**src/rtl/pipe_adder16_pkg.sv**
```systemverilog
// -----------------------------------------------------------------------------
// pipe_adder16_pkg
// Shared definitions for the nibble-serial adder: FSM state encoding,
// the slice width handled per cycle, and the legal range of NIBBLES.
// No ports (package).
// -----------------------------------------------------------------------------
package pipe_adder16_pkg;

  localparam int SLICE_W     = 4;
  localparam int NIBBLES_MIN = 2;
  localparam int NIBBLES_MAX = 8;

  typedef enum logic [1:0] {
    IDLE = 2'd0,
    ADD  = 2'd1,
    DONE = 2'd2
  } state_t;

endpackage

```
**src/rtl/pipe_adder16_adder4.sv**
```systemverilog
// -----------------------------------------------------------------------------
// adder4
// 4-bit ripple-carry adder built from full-adder cells.
// Ports:
//   a, b : 4-bit addends
//   ci   : carry in
//   s    : 4-bit sum
//   co   : carry out of bit 3
// -----------------------------------------------------------------------------
module adder4
  import pipe_adder16_pkg::*;
(
  input  logic [SLICE_W-1:0] a,
  input  logic [SLICE_W-1:0] b,
  input  logic               ci,
  output logic [SLICE_W-1:0] s,
  output logic               co
);

  logic [SLICE_W:0] c;

  assign c[0] = ci;

  for (genvar i = 0; i < SLICE_W; i++) begin : g_fa
    assign s[i]   = a[i] ^ b[i] ^ c[i];
    assign c[i+1] = (a[i] & b[i]) | (c[i] & (a[i] ^ b[i]));
  end

  assign co = c[SLICE_W];

endmodule

```
**src/rtl/pipe_adder16.sv**
```systemverilog
// -----------------------------------------------------------------------------
// pipe_adder16
// Nibble-serial unsigned adder: one 4-bit slice per cycle, LS nibble first,
// carry held in a register between slices. Result appears NIBBLES cycles
// after the operands are accepted and is held until the consumer takes it.
// Optional macro PIPE_ADDER16_OVF_EN adds a registered signed-overflow flag.
// Ports:
//   clk, rst_n          : clock, asynchronous active-low reset
//   in_valid / in_ready : operand handshake (a, b, c_in)
//   out_valid/out_ready : result handshake (sum, c_out[, ovf])
//   a, b                : W-bit unsigned operands, W = 4*NIBBLES
//   c_in                : carry into bit 0
//   sum, c_out          : registered W-bit result and carry out
//   ovf                 : (PIPE_ADDER16_OVF_EN only) two's-complement overflow
// -----------------------------------------------------------------------------
module pipe_adder16
  import pipe_adder16_pkg::*;
#(
  parameter int NIBBLES = 4
) (
  input  logic                       clk,
  input  logic                       rst_n,
  input  logic                       in_valid,
  output logic                       in_ready,
  input  logic [SLICE_W*NIBBLES-1:0] a,
  input  logic [SLICE_W*NIBBLES-1:0] b,
  input  logic                       c_in,
  output logic                       out_valid,
  input  logic                       out_ready,
  output logic [SLICE_W*NIBBLES-1:0] sum,
  output logic                       c_out
`ifdef PIPE_ADDER16_OVF_EN
  ,
  output logic                       ovf
`endif
);

  localparam int DATA_W = SLICE_W * NIBBLES;
  localparam int IDX_W  = $clog2(NIBBLES);
  localparam logic [IDX_W-1:0] IDX_LAST = IDX_W'(NIBBLES - 1);

  if (NIBBLES < NIBBLES_MIN || NIBBLES > NIBBLES_MAX) begin : g_bad_nibbles
    $error("pipe_adder16: NIBBLES out of range");
  end

  state_t             state;
  state_t             state_nxt;
  logic               rdy_en;
  logic [IDX_W-1:0]   idx;
  logic               carry_p0;
  logic [DATA_W-1:0]  a_p0;
  logic [DATA_W-1:0]  b_p0;
  logic [SLICE_W-1:0] sl_a;
  logic [SLICE_W-1:0] sl_b;
  logic [SLICE_W-1:0] sl_s;
  logic               sl_co;
  logic               accept;
  logic               last_slice;

  assign accept     = in_valid && in_ready;
  assign last_slice = (state == ADD) && (idx == IDX_LAST);

  // State register
  always_ff @(posedge clk or negedge rst_n) begin
    if (!rst_n) begin
      state <= IDLE;
    end else begin
      state <= state_nxt;
    end
  end

  // Next-state logic
  always_comb begin
    state_nxt = state;
    unique case (state)
      IDLE: if (accept) state_nxt = ADD;
      ADD:  if (idx == IDX_LAST) state_nxt = DONE;
      DONE: if (out_ready) state_nxt = in_valid ? ADD : IDLE;
      default: state_nxt = IDLE;
    endcase
  end

  // Output logic; rdy_en keeps in_ready low until the first edge after reset
  always_comb begin
    in_ready  = 1'b0;
    out_valid = 1'b0;
    unique case (state)
      IDLE: in_ready = rdy_en;
      DONE: begin
        out_valid = 1'b1;
        in_ready  = out_ready;
      end
      default: ;
    endcase
  end

  // Stage p0: operand capture (pure data, no reset needed)
  always_ff @(posedge clk) begin
    if (accept) begin
      a_p0 <= a;
      b_p0 <= b;
    end
  end

  assign sl_a = a_p0[idx*SLICE_W +: SLICE_W];
  assign sl_b = b_p0[idx*SLICE_W +: SLICE_W];

  adder4 u_adder4 (
    .a  (sl_a),
    .b  (sl_b),
    .ci (carry_p0),
    .s  (sl_s),
    .co (sl_co)
  );

  // Stage p1: slice accumulation; sum/c_out only change while slices are written
  always_ff @(posedge clk or negedge rst_n) begin
    if (!rst_n) begin
      rdy_en   <= 1'b0;
      idx      <= '0;
      carry_p0 <= 1'b0;
      sum      <= '0;
      c_out    <= 1'b0;
`ifdef PIPE_ADDER16_OVF_EN
      ovf      <= 1'b0;
`endif
    end else begin
      rdy_en <= 1'b1;
      if (accept) begin
        carry_p0 <= c_in;
        idx      <= '0;
      end else if (state == ADD) begin
        sum[idx*SLICE_W +: SLICE_W] <= sl_s;
        carry_p0 <= sl_co;
        if (last_slice) begin
          idx   <= '0;
          c_out <= sl_co;
`ifdef PIPE_ADDER16_OVF_EN
          // Same-sign operands producing a result of the other sign
          ovf   <= (a_p0[DATA_W-1] == b_p0[DATA_W-1]) &&
                   (sl_s[SLICE_W-1] != a_p0[DATA_W-1]);
`endif
        end else begin
          idx <= idx + IDX_W'(1);
        end
      end
    end
  end

endmodule
```
**config.mk**
```make
export PLATFORM = sky130hd
export DESIGN_NAME = pipe_adder16
export DESIGN_NICKNAME = d
export VERILOG_FILES = /design/src/rtl/pipe_adder16_pkg.sv /design/src/rtl/pipe_adder16_adder4.sv /design/src/rtl/pipe_adder16.sv
export SDC_FILE = /design/constraint.sdc
export NUM_CORES = 1
export LEC_CHECK = 0
export BUFFER_PORTS_ARGS = -buffer_cell sky130_fd_sc_hd__buf_2
export CAP_MARGIN = 20
export CORE_MARGIN = 2
export CORE_UTILIZATION = 52
export CTS_CLUSTER_SIZE = 25
export DETAILED_ROUTE_END_ITERATION = 12
export GPL_ROUTABILITY_DRIVEN = 0
export PLACE_DENSITY = 0.87
export SYNTH_ARGS = -nofsm -noshare
export SYNTH_HDL_FRONTEND = slang
export SYNTH_SLANG_ARGS = --single-unit
```
**constraint.sdc**
```tcl
create_clock -name clk -period 6.26 [get_ports clk]
set_input_delay 0.313 -clock clk [delete_from_list [all_inputs] [get_ports clk]]
set_output_delay 0.313 -clock clk [all_outputs]
set_load 0.03 [all_outputs]
```
# --- Word-level counts from Yosys, hierarchy flattened ---
# Index checks and enable logic that the tools add are counted.
# Widths: inputs -> output; s select.
totals:
  ff_bits: 55
  out_inout_bits: 19
op_classes:
  addsub: 2
  n_eq_ne: 6
  shift: 4
  mux: 13
  n_bitwise: 21
  reduce_logical: 7
op_table:
  columns: ["cell", "n"]
  rows:
  - ["$neg 4->34", 1]
  - ["$shift 4x34->16 const A", 1]
  - ["$shiftx 4x34->16", 1]
  - ["$shiftx 16x5->4", 2]
  - ["$bwmux 16", 1]
  - ["$mux 2", 6]
  - ["$and 1x1->1", 8]
  - ["$xor 1x1->1", 8]
  - ["$pmux 2 s3", 1]
  - ["$reduce_and 3->1", 2]
  - ["$eq 2x2->1 const B", 2]
  - ["$mux 1", 4]
  - ["$ne 2x2->1 const B", 2]
  - ["$or 1x1->1", 4]
  - ["$add 2x1->2 const B", 1]
  - ["$eq 2x1->1 const B", 1]
  - ["$logic_and 1x1->1", 2]
  - ["$logic_not 2->1", 1]
  - ["$ne 2x1->1 const B", 1]
  - ["$pmux 1 s2", 1]
  - ["$reduce_and 2->1", 1]
  - ["$reduce_bool 2->1", 1]
  - ["$not 1->1", 1]

# --- Depth between registers and ports, before layout ---
depth:
  depth_word: 12
  depth_mapped: 10

# --- Cells and area by module ---
# Synthesis repeated with hierarchy kept, for this count alone.
hier_totals:
  cells_unflattened: 133
  hier_area_um2: 2332.2
by_module_without_submodules:
  columns: ["module", "instances", "cells_each", "area_each_um2", "seq_area_each_um2"]
  rows:
  - ["pipe_adder16", 1, 119, 2214.6, 1536.5]
  - ["adder4", 1, 14, 117.6, 0.0]

# --- Worst setup path after synthesis ---
# Ideal clock, no wire load.
synth_timing:
  path_type: "reg2reg"
  from: "reg idx[1]"
  to: "reg sum[3]"
  t_arrival_ns: 2.673
  required_time_ns: 6.150
  path_slack_ns: 3.476
  path_stages_with_launch: 11
  path_buffers: 1
  cell_sequence: "dfrtp_1 > clkbuf_1 > mux4_2 > inv_1 > fa_1 > fa_1 > inv_1 > fa_1 > fa_1 > nand2_1 > o41ai_1"
synth_via:
  elab_chain_cells: 11
synth_lines:
  columns: ["element", "line_no", "rtl"]
  rows:
  - ["start, declared", "pipe_adder16.sv:49", "logic [IDX_W-1:0] idx;"]
  - ["start signal, assigned", "pipe_adder16.sv:144", "idx <= idx + IDX_W'(1);"]
  - ["$shiftx 16x5->4 (on tied branches)", "pipe_adder16.sv:105, pipe_adder16.sv:106", null]
  - ["$xor 1x1->1", "pipe_adder16_adder4.sv:25, pipe_adder16_adder4.sv:26", null]
  - ["$and 1x1->1", "pipe_adder16_adder4.sv:26", "assign c[i+1] = (a[i] & b[i]) | (c[i] & (a[i] ^ b[i]));"]
  - ["$or 1x1->1", "pipe_adder16_adder4.sv:26", null]
  - ["$and 1x1->1", "pipe_adder16_adder4.sv:26", null]
  - ["$or 1x1->1", "pipe_adder16_adder4.sv:26", null]
  - ["$and 1x1->1", "pipe_adder16_adder4.sv:26", null]
  - ["$or 1x1->1", "pipe_adder16_adder4.sv:26", null]
  - ["$xor 1x1->1", "pipe_adder16_adder4.sv:25", "assign s[i] = a[i] ^ b[i] ^ c[i];"]
  - ["$shiftx 4x34->16", "pipe_adder16.sv:133", "sum[idx*SLICE_W +: SLICE_W] <= sl_s;"]
  - ["$bwmux 16 (*)", "pipe_adder16.sv:133", null]
  - ["end signal, assigned by index", "pipe_adder16.sv:133", null]
  - ["end, declared", "pipe_adder16.sv:30", "output logic [SLICE_W*NIBBLES-1:0] sum,"]
# Every way passes the cells marked *; elsewhere a longest branch is shown, timed or not.
# A chain may end at the register's enable or synchronous reset.

# --- Final worst setup path ---
layout_timing:
  from: "reg idx[0]"
  to: "reg sum[3]"
# Same word-level chain as after synthesis.

==> metrics.md <==
| Metric | Value |
|---|---|
| CORE AREA | 4380 um^2 |
| Placed cell area | 2700 um^2 |
| Worst r2r src | idx[0]$_DFFE_PN0P_ |
| Die Y | 71.7 um |
| Routed wire length | 3890 um |
| Hold Crit Start | b[8] |
| Maximum vdd ir drop | 0.221 mV |
| Synth Flop Type | edfxtp_1 |
| Synth top area cells | edfxtp_1 (40%), dfrtp_1 (24%), mux4_2 (7.6%) |
| Initial Util | 0.544 |
| Synth unique cells | 29 |
| Routed Antenna Nets | 0 |
| Metal1 wirelength | 1730 um |
| Clk buf depth | 2 |
| Final hold vios | 0 |
| Yosys reg bits | 55 |
| Worst setup margin | 2.84 ns |
| Static leakage | 1.26 nW |
| Worst reg2reg path depth | 9 |
| Metal2 WL | 1890 um |
| Complex-gate fraction of the synthesized area | 0.0661 |
| Sink Count | 55 |
| Worst hold path class | input port to flop |
| Final setup viols | 0 |
| Postcts setup bufs | 0 |
| Largest net degree at the start of global routing | 37 |
| Max-capacitance violation count | 0 |
| Worst-margin pin slew | 0.856 ns |
| # diodes | 0 |
| Final TNS setup | 0 ns |
| Cell taking the most area after synthesis | edfxtp_1 |
| Post-synthesis simple-gate area fraction | 0.105 |
| Pins over their slew limit | 0 |
| Met3 WL post-DR | 229 um |
| 1st-iter DRT viols | 56 |
| Mapped cell area | 2380 um^2 |
| Final worst-path cycle share | 0.546 |
| Uppermost layer routed | met4 |
| YS warnings | 0 |
| Total Routing Usage GR | 0.164 |
| CTS tree | done |
| Mapped Nets | 198 |
| Die area | 5140 um^2 |
| Hold Crit Depth | 1 |
| Nets | 258 |
| PwrDens | 459 nW/um^2 |
| Commonest cells post-synth | edfxtp_1 (32), dfrtp_1 (23), nand2_1 (21) |
| Register area share after synthesis | 0.645 |
| Clk root buf | clkbuf_8 |
| Critical Path Start | idx[0]$_DFFE_PN0P_ |
| Area Growth Syn to Fin | 17.2% |
| Routed vias/inst | 5.19 |
| Routed via count | 1371 |
| Pre-CTS setup slack | 2.89 ns |
| Post-Synth Adder-Cell Area | 0.0651 |
| Vias in the first global route | 1441 |
| Worst-path clk slew | 0.10 ns |
| Worst Setup Start Kind | flop |
| Post-Syn Instances | 151 |
| Chip width | 71.7 um |
| Worst Path Max Fanout | 19 |
| Worst skew pair latency | 0.31 ns |
| Main combinational cell family by area after synthesis | simple AND/OR/NAND/NOR gates |
| Synth top area share | 0.403 |
| CTS Buf Count | 5 |
| Synth async-reset ratio | 0.418 |
| Initial antenna violation count | 0 |
| Global route overflow | 0 |
| Post-route cell area | 2790 um^2 |
| WL/cell | 14.7 um |
| Syn Area/Cell | 15.8 um^2 |
| First-pass DRT Iterations | 5 |
| # rows | 24 |
| Critical Path RT | 6.47 ns |
| RSZ-0062 raised after global routing | false |
| Drc violations | 0 |
| Mux cell area share after synthesis | 0.0845 |
| Crit path time final | 3.42 ns |
| Most frequent cell after synthesis | edfxtp_1 |
| Status | complete, no violations |
| Max-slew headroom | 0.429 |
| Crit path DAT | 3.63 ns |
| First-pass GRT wire length | 6430 um |
| Setup crit end kind | flop |
| Max Clock Skew | 0.0160 ns |
| WS Path Type | flop to flop |
| FMAX | 0.292 GHz |
| Share of layout cells above drive strength 1 | 0.392 |
| Post-Synth XOR/XNOR Area | 0 |
| H-tree levels | 2 |
| I/O Buffers | 55 |
| Io pins | 56 |
| Post-synth EDFFs | 32 |
| Detailed-placement wirelength estimate | 2900 um |
| Total power | 1.28 mW |
[repair_timing]
action / in CTS / in global routing
hold buffers: 1 / 0
hold endpoints to repair: 23 / 0
resized for setup: 0 / 0
[stage by stage]
stage | utilization | hold WS (ns) | cells
floorplan | - | 0.0174 | 151
global placement | 0.617 | 0.301 | 255
detailed placement | 0.617 | 0.311 | 255
CTS | 0.637 | 0.170 | 264
global route | 0.637 | 0.167 | 264
finish | 0.637 | 0.167 | 264
[final timing paths]
kind	to	slack [ns]
worst min register to register	sum[10]$_DFFE_PN0P_	0.48
worst min-delay path	b_p0[8]$_DFFE_PP_	0.17
min in group asynchronous	sum[15]$_DFFE_PN0P_	0.49
worst max register to register	sum[3]$_DFFE_PN0P_	2.84
max in group asynchronous	c_out$_DFFE_PN0P_	5.41
worst max-delay path	sum[3]$_DFFE_PN0P_	2.84
[power by group]
group / internal [mW] / switching, mW / leakage [nW]
combinational: 0.213 / 0.337 / 0.622
clock: 0.0766 / 0.108 / 0.0403
sequential: 0.466 / 0.0823 / 0.600
[critical path, stage by stage (launching register included)]
cell and delay [ns]:
dfrtp_1 0.92, mux4_2 0.60, inv_1 0.10, fa_1 0.19, fa_1 0.17, inv_1 0.06
fa_1 0.38, fa_1 0.52, nand2_1 0.08, o41ai_1 0.30
[final cells by class]
type                    count  area, um^2
well taps                  52        65.1
repair buffers             57         293
flip-flops and latches     55        1540
clock inverters             2        7.51
fillers                   315        1590
multi-input cells          80         774
inverters                  12        45.0
clock buffers               6        72.6
[routing by layer]
layer | vias to the layer above | GRT usage
li1 | 667 | -
met1 | 645 | 0.213
met2 | 54 | 0.274
met3 | 5 | 0.0309
met4 | 0 | 0.0692
met5 | - | 0
[cell families (layout without fill, tap and decap cells)]
| kind of cell | Yosys count | count (layout) |
|---|---|---|
| flip-flops | 55 | 55 |
| AND/OR/NAND/NOR | 37 | 37 |
| AO/OA/AOI/OAI | 22 | 22 |
| buffers and inverters | 16 | 77 |
| adder cells (fa/ha/maj) | 10 | 10 |
| multiplexers | 10 | 10 |
| other | 1 | 1 |
[state kept, by name (all words and copies together) (netlist names)]
| signal | count |
|---|---|
| a_p0 | 16 |
| rdy_en | 1 |
| carry_p0 | 1 |
| b_p0 | 16 |
| idx | 2 |
| state | 2 |
| sum | 16 |
| c_out | 1 |
[placed cells by master (no fill, tap or decap), types with 5 or more instances in the layout]
| cell | synthesis | final |
|---|---|---|
| clkbuf_8 | 0 | 5 |
| mux4_2 | 8 | 8 |
| o21ai_2 | 6 | 6 |
| o21ai_0 | 7 | 7 |
| inv_1 | 12 | 12 |
| nand2_1 | 21 | 21 |
| edfxtp_1 | 32 | 32 |
| buf_2 | 0 | 55 |
| ha_1 | 6 | 6 |
| dfrtp_1 | 23 | 23 |
No activity file was read; power rests on OpenSTA's default activity.
